===== src/rtl/dt_pkg.sv =====
// Shared constants and types for the distance-transform blocks and their
// result-RAM arbiter.
package dt_pkg;

  localparam int unsigned RES_ADDR_W = 14;
  localparam int unsigned RES_DATA_W = 8;
  localparam int unsigned NREQ       = 3;

  localparam int unsigned REQ_FWD    = 0;
  localparam int unsigned REQ_BWD    = 1;
  localparam int unsigned REQ_HOST   = 2;

  localparam int unsigned STI_ADDR_W = 10;
  localparam int unsigned IMG_DIM    = 128;

  typedef enum logic {
    ARB_IDLE,
    ARB_OWNED
  } arb_state_e;

endpackage


===== src/rtl/res_mem_arbiter_if.sv =====
// Requester-side bus of the result-RAM arbiter: packed per-requester
// request fields plus grant and tagged read-return.
interface res_mem_arbiter_if #(
  parameter int unsigned NREQ   = 3,
  parameter int unsigned ADDR_W = 14,
  parameter int unsigned DATA_W = 8
);
  logic [NREQ-1:0]        req;
  logic [NREQ-1:0]        lock;
  logic [NREQ-1:0]        we;
  logic [NREQ*ADDR_W-1:0] addr;
  logic [NREQ*DATA_W-1:0] wdata;
  logic [NREQ-1:0]        gnt;
  logic [NREQ-1:0]        rvalid;
  logic [DATA_W-1:0]      rdata;

  modport master (
    output req, lock, we, addr, wdata,
    input  gnt, rvalid, rdata
  );

  modport slave (
    input  req, lock, we, addr, wdata,
    output gnt, rvalid, rdata
  );
endinterface


===== src/rtl/res_mem_arbiter_rr_pick.sv =====
// Combinational one-hot round-robin selector: first (req & mask) bit at or
// after ptr, wrapping cyclically.
module rr_pick #(
  parameter int unsigned N     = 3,
  parameter int unsigned PTR_W = (N > 1) ? $clog2(N) : 1
) (
  input  logic [N-1:0]     req,
  input  logic [N-1:0]     mask,
  input  logic [PTR_W-1:0] ptr,
  output logic [N-1:0]     onehot,
  output logic             found
);
  logic [N-1:0] cand;

  assign cand = req & mask;

  // Two constant-index passes (upper segment, then wrapped lower segment)
  // instead of a variable rotate.
  always_comb begin
    onehot = '0;
    found  = 1'b0;
    for (int unsigned j = 0; j < N; j++) begin
      if (!found && cand[j] && (j >= 32'(ptr))) begin
        onehot[j] = 1'b1;
        found     = 1'b1;
      end
    end
    for (int unsigned j = 0; j < N; j++) begin
      if (!found && cand[j]) begin
        onehot[j] = 1'b1;
        found     = 1'b1;
      end
    end
  end
endmodule


===== src/rtl/res_mem_arbiter.sv =====
// Round-robin, burst-locking arbiter sharing the single-port result RAM
// between the forward, backward and host requesters.
module res_mem_arbiter #(
  parameter int unsigned NREQ     = dt_pkg::NREQ,
  parameter int unsigned ADDR_W   = dt_pkg::RES_ADDR_W,
  parameter int unsigned DATA_W   = dt_pkg::RES_DATA_W,
  parameter int unsigned MAX_HOLD = 64
) (
  input  logic              clk,
  input  logic              reset,
  res_mem_arbiter_if.slave  bus,
  output logic              res_rd,
  output logic              res_wr,
  output logic [ADDR_W-1:0] res_addr,
  output logic [DATA_W-1:0] res_do,
  input  logic [DATA_W-1:0] res_di
);
  import dt_pkg::*;

  localparam int unsigned PTR_W  = (NREQ > 1) ? $clog2(NREQ) : 1;
  localparam int unsigned HOLD_W = (MAX_HOLD > 0) ? $clog2(MAX_HOLD + 1) : 1;
  localparam logic [HOLD_W-1:0] HOLD_LAST = HOLD_W'(MAX_HOLD);

  arb_state_e        state_q, state_d;
  logic [NREQ-1:0]   gnt_q, gnt_d;
  logic [PTR_W-1:0]  rr_ptr_q, rr_ptr_d;
  logic [HOLD_W-1:0] hold_cnt_q, hold_cnt_d, hold_inc;

  logic              accept, forced, release_grant;
  logic              owner_we, owner_lock;
  logic [ADDR_W-1:0] owner_addr;
  logic [DATA_W-1:0] owner_wdata;
  logic [PTR_W-1:0]  owner_next;

  logic [NREQ-1:0]   pick_mask, pick_onehot;
  logic [PTR_W-1:0]  pick_ptr;
  logic              pick_found;

  logic [NREQ-1:0]   tag1_q, tag2_q, rvalid_q;
  logic [DATA_W-1:0] rdata_q;

  // Owner's request fields muxed by the one-hot grant.
  always_comb begin
    owner_we    = 1'b0;
    owner_lock  = 1'b0;
    owner_addr  = '0;
    owner_wdata = '0;
    owner_next  = '0;
    for (int unsigned i = 0; i < NREQ; i++) begin
      if (gnt_q[i]) begin
        owner_we    = bus.we[i];
        owner_lock  = bus.lock[i];
        owner_addr  = bus.addr[i*ADDR_W +: ADDR_W];
        owner_wdata = bus.wdata[i*DATA_W +: DATA_W];
        owner_next  = (i == NREQ - 1) ? '0 : PTR_W'(i + 1);
      end
    end
  end

  assign accept        = |(gnt_q & bus.req);
  assign hold_inc      = (hold_cnt_q == '1) ? hold_cnt_q : hold_cnt_q + 1'b1;
  assign forced        = (MAX_HOLD != 0) && accept && (hold_inc == HOLD_LAST);
  assign release_grant = !owner_lock || forced;

  assign pick_mask = (state_q == ARB_OWNED) ? ~gnt_q : '1;
  assign pick_ptr  = (state_q == ARB_OWNED) ? owner_next : rr_ptr_q;

  rr_pick #(.N(NREQ), .PTR_W(PTR_W)) u_pick (
    .req    (bus.req),
    .mask   (pick_mask),
    .ptr    (pick_ptr),
    .onehot (pick_onehot),
    .found  (pick_found)
  );

  always_comb begin
    state_d    = state_q;
    gnt_d      = gnt_q;
    rr_ptr_d   = rr_ptr_q;
    hold_cnt_d = hold_cnt_q;
    case (state_q)
      ARB_IDLE: begin
        if (pick_found) begin
          state_d = ARB_OWNED;
          gnt_d   = pick_onehot;
        end
      end
      ARB_OWNED: begin
        if (accept) hold_cnt_d = hold_inc;
        // Handover goes straight to the next requester when one is waiting.
        if (release_grant) begin
          rr_ptr_d   = owner_next;
          hold_cnt_d = '0;
          gnt_d      = pick_onehot;
          state_d    = pick_found ? ARB_OWNED : ARB_IDLE;
        end
      end
      default: begin
        state_d = ARB_IDLE;
        gnt_d   = '0;
      end
    endcase
  end

  always_ff @(posedge clk) begin
    if (reset) begin
      state_q    <= ARB_IDLE;
      gnt_q      <= '0;
      rr_ptr_q   <= '0;
      hold_cnt_q <= '0;
    end else begin
      state_q    <= state_d;
      gnt_q      <= gnt_d;
      rr_ptr_q   <= rr_ptr_d;
      hold_cnt_q <= hold_cnt_d;
    end
  end

  // Read tags ride alongside the RAM access so data returns to the
  // requester that issued it, whatever the grant does meanwhile.
  always_ff @(posedge clk) begin
    if (reset) begin
      res_rd   <= 1'b0;
      res_wr   <= 1'b0;
      res_addr <= '0;
      res_do   <= '0;
      tag1_q   <= '0;
      tag2_q   <= '0;
      rvalid_q <= '0;
      rdata_q  <= '0;
    end else begin
      res_rd <= accept && !owner_we;
      res_wr <= accept && owner_we;
      if (accept) begin
        res_addr <= owner_addr;
        res_do   <= owner_wdata;
      end
      tag1_q   <= (accept && !owner_we) ? gnt_q : '0;
      tag2_q   <= tag1_q;
      rvalid_q <= tag2_q;
      if (|tag2_q) rdata_q <= res_di;
    end
  end

  assign bus.gnt    = gnt_q;
  assign bus.rvalid = rvalid_q;
  assign bus.rdata  = rdata_q;
endmodule


===== src/flat_wrapper.sv =====
// flat-port wrapper written by rule: the top's interface ports become plain ports
module res_mem_arbiter_flat import dt_pkg::*;
#(
  parameter int unsigned NREQ     = dt_pkg::NREQ,
  parameter int unsigned ADDR_W   = dt_pkg::RES_ADDR_W,
  parameter int unsigned DATA_W   = dt_pkg::RES_DATA_W,
  parameter int unsigned MAX_HOLD = 64
)
  (clk, reset, res_rd, res_wr, res_addr, res_do, res_di, bus_req, bus_lock, bus_we, bus_addr, bus_wdata, bus_gnt, bus_rvalid, bus_rdata);
  res_mem_arbiter_if #(.NREQ(NREQ), .ADDR_W(ADDR_W), .DATA_W(DATA_W)) bus_i ();
  input  logic clk;
  input  logic reset;
  output logic res_rd;
  output logic res_wr;
  output logic [ADDR_W-1:0] res_addr;
  output logic [DATA_W-1:0] res_do;
  input  logic [DATA_W-1:0] res_di;
  input wire logic [$bits(bus_i.req)-1:0] bus_req;
  input wire logic [$bits(bus_i.lock)-1:0] bus_lock;
  input wire logic [$bits(bus_i.we)-1:0] bus_we;
  input wire logic [$bits(bus_i.addr)-1:0] bus_addr;
  input wire logic [$bits(bus_i.wdata)-1:0] bus_wdata;
  output wire logic [$bits(bus_i.gnt)-1:0] bus_gnt;
  output wire logic [$bits(bus_i.rvalid)-1:0] bus_rvalid;
  output wire logic [$bits(bus_i.rdata)-1:0] bus_rdata;
  assign bus_i.req = bus_req;
  assign bus_i.lock = bus_lock;
  assign bus_i.we = bus_we;
  assign bus_i.addr = bus_addr;
  assign bus_i.wdata = bus_wdata;
  assign bus_gnt = bus_i.gnt;
  assign bus_rvalid = bus_i.rvalid;
  assign bus_rdata = bus_i.rdata;
  res_mem_arbiter #(.NREQ(NREQ), .ADDR_W(ADDR_W), .DATA_W(DATA_W), .MAX_HOLD(MAX_HOLD)) u_core (.clk(clk), .reset(reset), .bus(bus_i), .res_rd(res_rd), .res_wr(res_wr), .res_addr(res_addr), .res_do(res_do), .res_di(res_di));
endmodule

===== config.mk =====
export PLATFORM = sky130hd
export DESIGN_NAME = res_mem_arbiter_flat
export DESIGN_NICKNAME = d
export VERILOG_FILES = /design/src/rtl/dt_pkg.sv /design/src/rtl/res_mem_arbiter_if.sv /design/src/rtl/res_mem_arbiter_rr_pick.sv /design/src/rtl/res_mem_arbiter.sv /design/src/flat_wrapper.sv
export SDC_FILE = /design/constraint.sdc
export NUM_CORES = 1
export LEC_CHECK = 0
export ABC_CLOCK_PERIOD_IN_PS = 2900
export BUFFER_PORTS_ARGS = -buffer_cell sky130_fd_sc_hd__buf_4
export CORE_MARGIN = 3
export CORE_UTILIZATION = 28
export CTS_BUF_LIST = sky130_fd_sc_hd__clkbuf_4
export DETAILED_ROUTE_END_ITERATION = 7
export PLACE_DENSITY = 0.53
export SLEW_MARGIN = 20
export SYNTH_ARGS = -nofsm -noshare
export SYNTH_HDL_FRONTEND = slang
export SYNTH_SLANG_ARGS = --single-unit

===== constraint.sdc =====
create_clock -name clk -period 2.9 [get_ports clk]
set_clock_uncertainty 0.15 [all_clocks]
set_input_delay 0.29 -clock clk [delete_from_list [all_inputs] [get_ports clk]]
set_output_delay 0.29 -clock clk [all_outputs]
set_load 0.02 [all_outputs]

# [Yosys cells after proc, flatten, opt, wreduce, memory -nomap -nowiden]
# Cells that the tools add are included.
[word_totals] elab_cells=88 out_inout_bits=38 input_bits=85 reg_bits=54
[op_classes] reduce_logical=26 bitwise=5 magnitude_cmp=3 mux=37 add_sub_neg=1 n_eq_ne=4
[op_table] op="two-way mux 14 bit" n=3
[op_table] op="two-way mux 8 bit" n=3
[op_table] op="two-way mux 7 bit" n=3
[op_table] op="two-way mux 1 bit" n=20
[op_table] op="== test 7 bit (second input constant)" n=2
[op_table] op="logical AND 1 bit" n=11
[op_table] op="two-way mux 3 bit" n=3
[op_table] op="adder 7 x 1 -> 7 bit (second input constant)" n=1
[op_table] op="zero test 1 bit" n=7
[op_table] op="bitwise AND 3 bit" n=2
[op_table] op="two-way mux 2 bit" n=3
[op_table] op="case mux 3 bit (2 select lines)" n=1
[op_table] op="AND reduction 2 bit" n=3
[op_table] op="OR reduction 3 bit" n=2
[op_table] op="greater-or-equal comparator 1 x 2 -> 1 bit (first input constant)" n=2
[op_table] op="NOT 3 bit" n=1
[op_table] op="greater-or-equal comparator 2 bit (first input constant)" n=1
[op_table] op="!= test 2 x 1 -> 1 bit (second input constant)" n=1
[op_table] op="!= test 2 bit (second input constant)" n=1
[op_table] op="NOT 1 bit" n=2
[op_table] op="case mux 1 bit (2 select lines)" n=1
[op_table] op="nonzero test 2 bit" n=1
[op_table] op="OR reduction 2 bit" n=1
[op_table] op="logical OR 1 bit" n=1

# [Depth between registers and ports, before layout]
# Gate-level depths: netlist of run 1.
[depth] word_depth=27 mapped_depth=8

# [Modules after synthesis]
# A second synthesis of run 1 with hierarchy kept.
[unflattened] cells_unflattened=343 hier_area_um2=2635.0
[by_module_without_submodules] mod="res_mem_arbiter" area_each_um2=2565.0 instances=1 seq_area_each_um2=1081.0 cells_per_inst=331
[by_module_without_submodules] mod="rr_pick" area_each_um2=70.1 instances=1 seq_area_each_um2=0.0 cells_per_inst=12

# [Worst setup path before layout of run 1]
# OpenSTA, ideal clock, no wires.
[synth_path] path_type="register -> register" from="register u_core.hold_cnt_q[0]" to="register u_core.gnt_q[0], in the netlist u_core.bus.gnt[0]" path_buffers=1 path_stages_with_launch=9 setup_time_ns=0.121 required_ns=2.629 synth_period_minus_slack_ns=2.352 slack_ns=0.548 arrival_time_ns=2.081 cell_sequence="dfxtp_1 > ha_1 > and3_1 > buf_6 > a311oi_2 > o21ai_2 > o31ai_4 > o21ba_4 > mux2_4"
[synth_via] elab_chain_len=7 word_cells_on_any_way=8 classes_between="add/sub: 1; eq/ne: 3; mux: 1; reduce/logical: 3"
[synth_lines] element="start: declaration" line="res_mem_arbiter.sv:27" rtl="logic [HOLD_W-1:0] hold_cnt_q, hold_cnt_d, hold_inc;"
[synth_lines] element="start signal: assignment" line="res_mem_arbiter.sv:115" rtl="hold_cnt_q <= hold_cnt_d;"
[synth_lines] element="adder 7 x 1 -> 7 bit / == test 7 bit (equally long branches)" line="res_mem_arbiter.sv:61" rtl="assign hold_inc = (hold_cnt_q == '1) ? hold_cnt_q : hold_cnt_q + 1'b1;"
[synth_lines] element="two-way mux 7 bit (*)" line="res_mem_arbiter.sv:61"
[synth_lines] element="== test 7 bit (*)" line="res_mem_arbiter.sv:62" rtl="assign forced = (MAX_HOLD != 0) && accept && (hold_inc == HOLD_LAST);"
[synth_lines] element="logical AND 1 bit (*)" line="res_mem_arbiter.sv:62"
[synth_lines] element="logical OR 1 bit (*)" line="res_mem_arbiter.sv:63" rtl="assign release_grant = !owner_lock || forced;"
[synth_lines] element="!= test 2 bit (no source line) (*)"
[synth_lines] element="AND reduction 2 bit (no source line) (*)"
[synth_lines] element="end signal: assignment" line="res_mem_arbiter.sv:113" rtl="gnt_q <= gnt_d;"
[synth_lines] element="end: declaration" line="res_mem_arbiter.sv:25" rtl="logic [NREQ-1:0] gnt_q, gnt_d;"
# Mark *: on every way between the ends. The rest lies on a longest branch, timed or not.
# A chain may end at the register's enable or synchronous reset.

# [Worst setup path in the final report of run 1]
# Same ends and word-level chain as after synthesis.

==> out/results.txt, run 1 <==
status = finished, final reports clean
post-CTS sizing = 0
Post-route DRC = 0
RSZ-0062 raised after global routing = false
clock buffer depth = 2
antenna diode instance count = 0
number of vias per cell = 4.980
reg2reg end = u_core.bus.gnt[0]
crit path capture type = flip-flop
H-Tree Depth = 2
count of different cell masters after synthesis = 47
largest net degree at the start of global routing = 50
number of global-route vias before repair = 2587
post-layout min period = 2.580 ns
worst setup margin = 0.3198 ns
CP Capture Point = u_core.bus.gnt[0]
PD cells = 399.8 nW/um^2
Chip Height = 104.3 um
Initial Util = 0.2900
Mean Syn Cell Area = 8.840 um^2
Netlist Area Pre-Place = 2705 um^2
Post-Syn Nets = 392
worst path required time = 3.03 ns
worst hold path class = input port to flip-flop
max-slew violations = 0
Layout area overhead = 43.11%
Post-CTS Setup Bufs = 0
I/O pins = 123
most frequent cells in the layout = 130 x buf_4, 54 x dfxtp_1, 35 x nand2_1
Finish-stage setup viols = 0
full die area = 10880 um^2
DR WL/cell = 15.05 um
Comb power frac = 0.269
TNS Setup = 0 ns
GRT overflow = 0
root buf cell = clkbuf_4
Iteration-0 DRC Markers = 125
via count = 2769
worst slew pin tran = 0.8402 ns
dominant synthesized flop cell = dfxtp_1
commonest non-fill, non-tap cell in the layout = buf_4
clock-pin slew on the worst setup and hold paths = 0.16 ns
Overall Global Routing Usage = 0.1487
Max-cap violations = 0
CTS tree = done
R2R Path Start = u_core.hold_cnt_q[0]
ys async rst share = 0
Setup crit start = u_core.hold_cnt_q[0]
Multi-input gate area = 1491 um^2
max_slew headroom = 0.4368
maximum vdd drop = 0.1836 mV
Seq/Total Area, Yosys = 0.3996
Post-DRT Antenna Nets = 0
Detailed Place HPWL = 6028 um
f_max = 387.6 MHz
# rows = 35
Pint = 1.080 mW
CP Launch Type = flip-flop
Critical Path Fanout Max = 9
Synth Register Bits = 54
Die W = 104.3 um
Setup CP Type = flip-flop to flip-flop
share of layout cells above drive strength 1 = 0.3630
Seq pwr share = 0.509
RD Place Congestion = 0.8321
Nets = 512
Ys Warns = 0
R2R setup slack = 0.32 ns
first-pass GRT wire length = 13350 um
WL final = 8369 um
setup slack at placement = 0.3191 ns
Post-synth EDFFs = 0
drt first pass iters = 4
hold slack = 0.06319 ns
crit share post-route = 0.8897
switching share of total power = 0.3023
fillers = 964
PortBufs = 122
Net Sw Power = 0.4678 mW
final hold vios = 0
Synth Instances = 306
critical path data arrival time = 2.71 ns
Leak = 1.640 nW
Clock Sink Count = 54
Clock power frac = 0.223
CTS Hold Bufs = 8
initial antenna violation count = 0
total core area = 9328 um^2
Reg area = 1081 um^2
Inserted Clock Buffers = 5
clock latency on the worst-skew pair = 0.37 ns
R2R cell count = 7
critical path: stages, from the launching register on:
cell     delay, ns
dfxtp_1       0.49
ha_1          0.33
and3_1        0.37
and4_1        0.29
o21ai_2       0.09
o31ai_4       0.28
o21ba_4       0.22
mux2_4        0.29
worst min path at each step:
stage                        to  slack, ns              from  depth (start not counted)
2_1_floorplan  u_core.tag2_q[0]       0.26  u_core.tag1_q[0]                          1
3_3_place_gp   u_core.tag2_q[2]       0.27  u_core.tag1_q[2]                          1
3_5_place_dp   u_core.tag2_q[1]       0.27  u_core.tag1_q[1]                          1
4_1_cts        u_core.res_do[5]       0.05     bus_wdata[21]                          3
5_1_grt        u_core.res_do[2]       0.04     bus_wdata[18]                          3
6_report       u_core.res_do[5]       0.06     bus_wdata[21]                          3
power groups by stage:
| stage | Combinational, mW | Clock (mW) | Sequential (mW) |
|---|---|---|---|
| 3_3_place_gp | 0.408 | 0 | 0.803 |
| 4_1_cts | 0.422 | 0.363 | 0.788 |
| 6_report | 0.416 | 0.345 | 0.787 |
| 3_5_place_dp | 0.412 | 0 | 0.804 |
| 2_1_floorplan | 0.203 | 0 | 0.823 |
| 5_1_grt | 0.456 | 0.394 | 0.792 |
layout make-up:
type                            instances  area share
Sequential cell                        54      0.2793
Inverter                                6    0.005818
Tap cell                              129     0.04169
Clock buffer                            6     0.01164
Timing Repair Buffer                  138      0.2728
Multi-Input combinational cell        221      0.3853
Clock inverter                          2    0.003555
metal layers:
metal / routed length, um / track usage / up-vias
li1: - / - / 1393
met2: 4223 / 0.2560 / 86
met1: 3598 / 0.1865 / 1288
met3: 502 / 0.04097 / 2
met4: 46 / 0.02849 / 0
met5: 0 / 0 / -
sequential cells by signal, summed over array words and instances, names as in the netlist:
name,flops
u_core.res_addr,14
u_core.bus.rdata,8
u_core.res_do,8
u_core.hold_cnt_q,7
u_core.bus.gnt,3
u_core.bus.rvalid,3
u_core.tag1_q,3
u_core.tag2_q,3
u_core.rr_ptr_q,2
u_core.res_rd,1
u_core.res_wr,1
u_core.state_q,1
logic make-up after synthesis:
group | after synthesis | synth area share
AND/OR/NAND/NOR | 95 | 0.1693
AO/OA/AOI/OAI | 110 | 0.3150
buffers and inverters | 31 | 0.04995
flip-flops | 54 | 0.3996
adder cells (fa/ha/maj) | 1 | 0.004625
multiplexers | 15 | 0.06152
cells in the mapped netlist, types with 6 or more instances:
cell type	number	area share
and2_1	6	0.014
nand2_1	35	0.049
mux2i_1	11	0.041
nor3_1	7	0.013
o211ai_1	22	0.061
nor2b_1	11	0.025
dfxtp_1	54	0.40
clkbuf_1	16	0.022
nor2_1	19	0.026
nand3_1	6	0.011
a21oi_1	30	0.056
o21ai_0	8	0.015
a221o_1	23	0.085
stage by stage:
stage	area, um^2	total power, mW	std cells	utilization
after floorplan	2705	1.027	306	-
after global placement	3732	1.210	540	0.4001
after detailed placement	3732	1.216	540	0.4001
after CTS	3871	1.573	556	0.4150
after global routing	3871	1.643	556	0.4150
final	3871	1.548	556	0.4150
Note: power is estimated with default switching activity, not from simulation.
==> inputs of run 2 (changes only) <==
--- a/config.mk
+++ b/config.mk
@@ -5,13 +5,14 @@
 export SDC_FILE = /design/constraint.sdc
 export NUM_CORES = 1
 export LEC_CHECK = 0
+export ABC_AREA = 1
 export ABC_CLOCK_PERIOD_IN_PS = 2900
 export BUFFER_PORTS_ARGS = -buffer_cell sky130_fd_sc_hd__buf_4
 export CORE_MARGIN = 3
 export CORE_UTILIZATION = 28
 export CTS_BUF_LIST = sky130_fd_sc_hd__clkbuf_4
 export DETAILED_ROUTE_END_ITERATION = 7
-export PLACE_DENSITY = 0.53
+export PLACE_DENSITY = 0.54
 export SLEW_MARGIN = 20
 export SYNTH_ARGS = -nofsm -noshare
 export SYNTH_HDL_FRONTEND = slang
==> run 2 against run 1 <==
Compared with the run above:
- critical path depth is 3 higher
- fmax is 20% higher
- synthesized cell count is 21% higher
- final cell count is 7.6% higher
- total power is 21% higher
- combinational power is 59% higher
- die area is 4.0% lower
- via count is 1.9% higher
- sequential share of layout area is 1.4 points higher
- global-route usage is 0.80 points higher
- largest cell class unchanged
- highest routed layer unchanged
==> out/results.txt, run 2 <==
Clock Sink Count = 54
largest net degree at the start of global routing = 35
Netlist Area Pre-Place = 2590 um^2
Synth Instances = 371
WL final = 8048 um
ys async rst share = 0
Max stage delay cell, worst path = dfxtp_1
setup slack at placement = 0.7916 ns
PD cells = 509.0 nW/um^2
Post-Syn Nets = 457
commonest non-fill, non-tap cell in the layout = buf_4
max_slew headroom = 0.4183
leading area contributor after synthesis = dfxtp_1
hold slack = 0.02262 ns
root buf cell = clkbuf_4
Synth Register Bits = 54
largest cells by area after synthesis = dfxtp_1 42%, nand2_1 16%, a41oi_1 7.4%
max-slew violations = 0
number of global-route vias before repair = 2739
status = finished, final reports clean
crit path capture type = flip-flop
Chip Height = 102.2 um
Max-cap violations = 0
max FFs per register = 14
H-Tree Depth = 2
Nets = 576
Seq/Total Area, Yosys = 0.4174
Worst path max stage delay = 0.42 ns
clock latency on the worst-skew pair = 0.38 ns
Mean Syn Cell Area = 6.981 um^2
worst path required time = 3.05 ns
post-CTS sizing = 0
RSZ-0062 raised after global routing = false
worst hold path class = input port to flip-flop
RD Place Congestion = 0.8168
count of different cell masters after synthesis = 29
GRT overflow = 0
final hold vios = 0
Post-route DRC = 0
Setup CP Type = flip-flop to flip-flop
maximum vdd drop = 0.1894 mV
Iteration-0 DRC Markers = 117
antenna diode instance count = 0
most frequent cells in the layout = 125 x buf_4, 112 x nand2_1, 54 x dfxtp_1
Ys Warns = 0
Inserted Clock Buffers = 5
Die W = 102.2 um
worst setup margin = 0.7477 ns
worst slew pin tran = 0.8660 ns
Initial Util = 0.2927
design area = 3687 um^2
number of vias per cell = 4.717
initial antenna violation count = 0
Yosys top cell area share = 0.4174
Critical Path Fanout Max = 25
clock-pin slew on the worst setup and hold paths = 0.16 ns
Detailed Place HPWL = 6107 um
via count = 2821
PortBufs = 122
Post-DRT Antenna Nets = 0
Post-synth top cells = 112 x nand2_1, 54 x dfxtp_1, 41 x nor2_1
Post-DP Area = 3585 um^2
# rows = 34
most numerous cell in the Yosys netlist = nand2_1
TNS Setup = 0 ns
I/O pins = 123
Layout area overhead = 42.37%
drt first pass iters = 4
crit share post-route = 0.7422
DR WL/cell = 13.46 um
Leak = 1.663 nW
post-layout min period = 2.152 ns
critical path's most frequent cell = nand2_1
Finish-stage setup viols = 0
CP cell instances = inv_1 -> nor2_1 -> nand2_1 -> inv_2 -> nand2_1 -> nand3_2 -> nand2_1 -> nand2_1 -> nand2_1 -> a21oi_1
Post-synth EDFFs = 0
Final Util = 0.4167
dominant synthesized flop cell = dfxtp_1
clock buffer depth = 2
first-pass GRT wire length = 13080 um
Reg with most FFs = u_core.res_addr
share of layout cells above drive strength 1 = 0.3102
full die area = 10440 um^2
total core area = 8848 um^2
critical path data arrival time = 2.30 ns
CP Launch Type = flip-flop
Overall Global Routing Usage = 0.1567
CTS tree = done
f_max = 464.6 MHz
==> run 2: cell types whose count changed after synthesis, moves of 11 or more <==
cell	previous run	this run
a21oi_1	30	10
a221o_1	23	0
a41oi_1	1	22
inv_1	5	26
mux2i_1	11	0
nand2_1	35	112
nand3_1	6	18
nor2_1	19	41
nor2b_1	11	0
o211ai_1	22	0
o21ai_0	8	31
==> run 2: final timing paths <==
check / from / to / slack, ns / depth (start not counted)
worst max register to register: u_core.bus.gnt[0] / u_core.hold_cnt_q[3] / 0.75 / 10
worst max-delay path: u_core.bus.gnt[0] / u_core.hold_cnt_q[3] / 0.75 / 10
worst min-delay path: res_di[4] / u_core.bus.rdata[4] / 0.02 / 3
worst min register to register: u_core.tag2_q[2] / u_core.bus.rvalid[2] / 0.26 / 2
==> run 2: per-layer routing <==
metal,global-route usage,share of wire,up-vias
met2,0.2544,0.46,104
met3,0.06485,0.098,4
met1,0.1993,0.44,1254
li1,-,-,1459
met5,0,0,-
met4,0.02523,0.0046,0
==> run 2: metrics by stage <==
stage               power, mW  std cells
floorplan               1.266        371
global placement        1.556        586
detailed placement      1.557        586
CTS                     1.903        598
global route            2.005        598
finish                  1.877        598
==> run 2: repair_timing <==
item	4_1_cts	5_1_grt
hold buffers	5	0
buffers inserted	0	0
endpoints found under the hold margin	5	0
==> run 2: cells by family after synthesis <==
kind of cell / after synthesis / synth area share
AOI/OAI and AO/OA: 72 / 0.1773
and+or+nand+nor: 192 / 0.3169
buffers and inverters: 50 / 0.07681
DFF: 54 / 0.4174
xor gates and xnor gates: 2 / 0.006765
adders and majority gates: 1 / 0.004830
==> run 2: power by group <==
group | leakage, nW | internal, mW | switching, mW
Sequential | 0.441 | 0.826 | 0.0532
Clock | 0.0278 | 0.101 | 0.236
Combinational | 1.20 | 0.273 | 0.389
==> run 2: worst max-delay path: cells and delay by family, from the launching register on <==
kind / cells / cell delay [ns]
AND/OR/NAND/NOR: 7 / 0.85
AO/OA/AOI/OAI: 1 / 0.14
buffers and inverters: 2 / 0.50
flip-flops: 1 / 0.42
==> run 2: cell type report <==
cell class                 count  area, um^2
timing repair buffer         130       988.4
tap                          108       135.1
inverter                      32       120.1
sequential                    54        1081
fill                         926        5161
multi-input combinational    267        1310
clock buffer                   6       45.04
clock inverter                 1       7.507
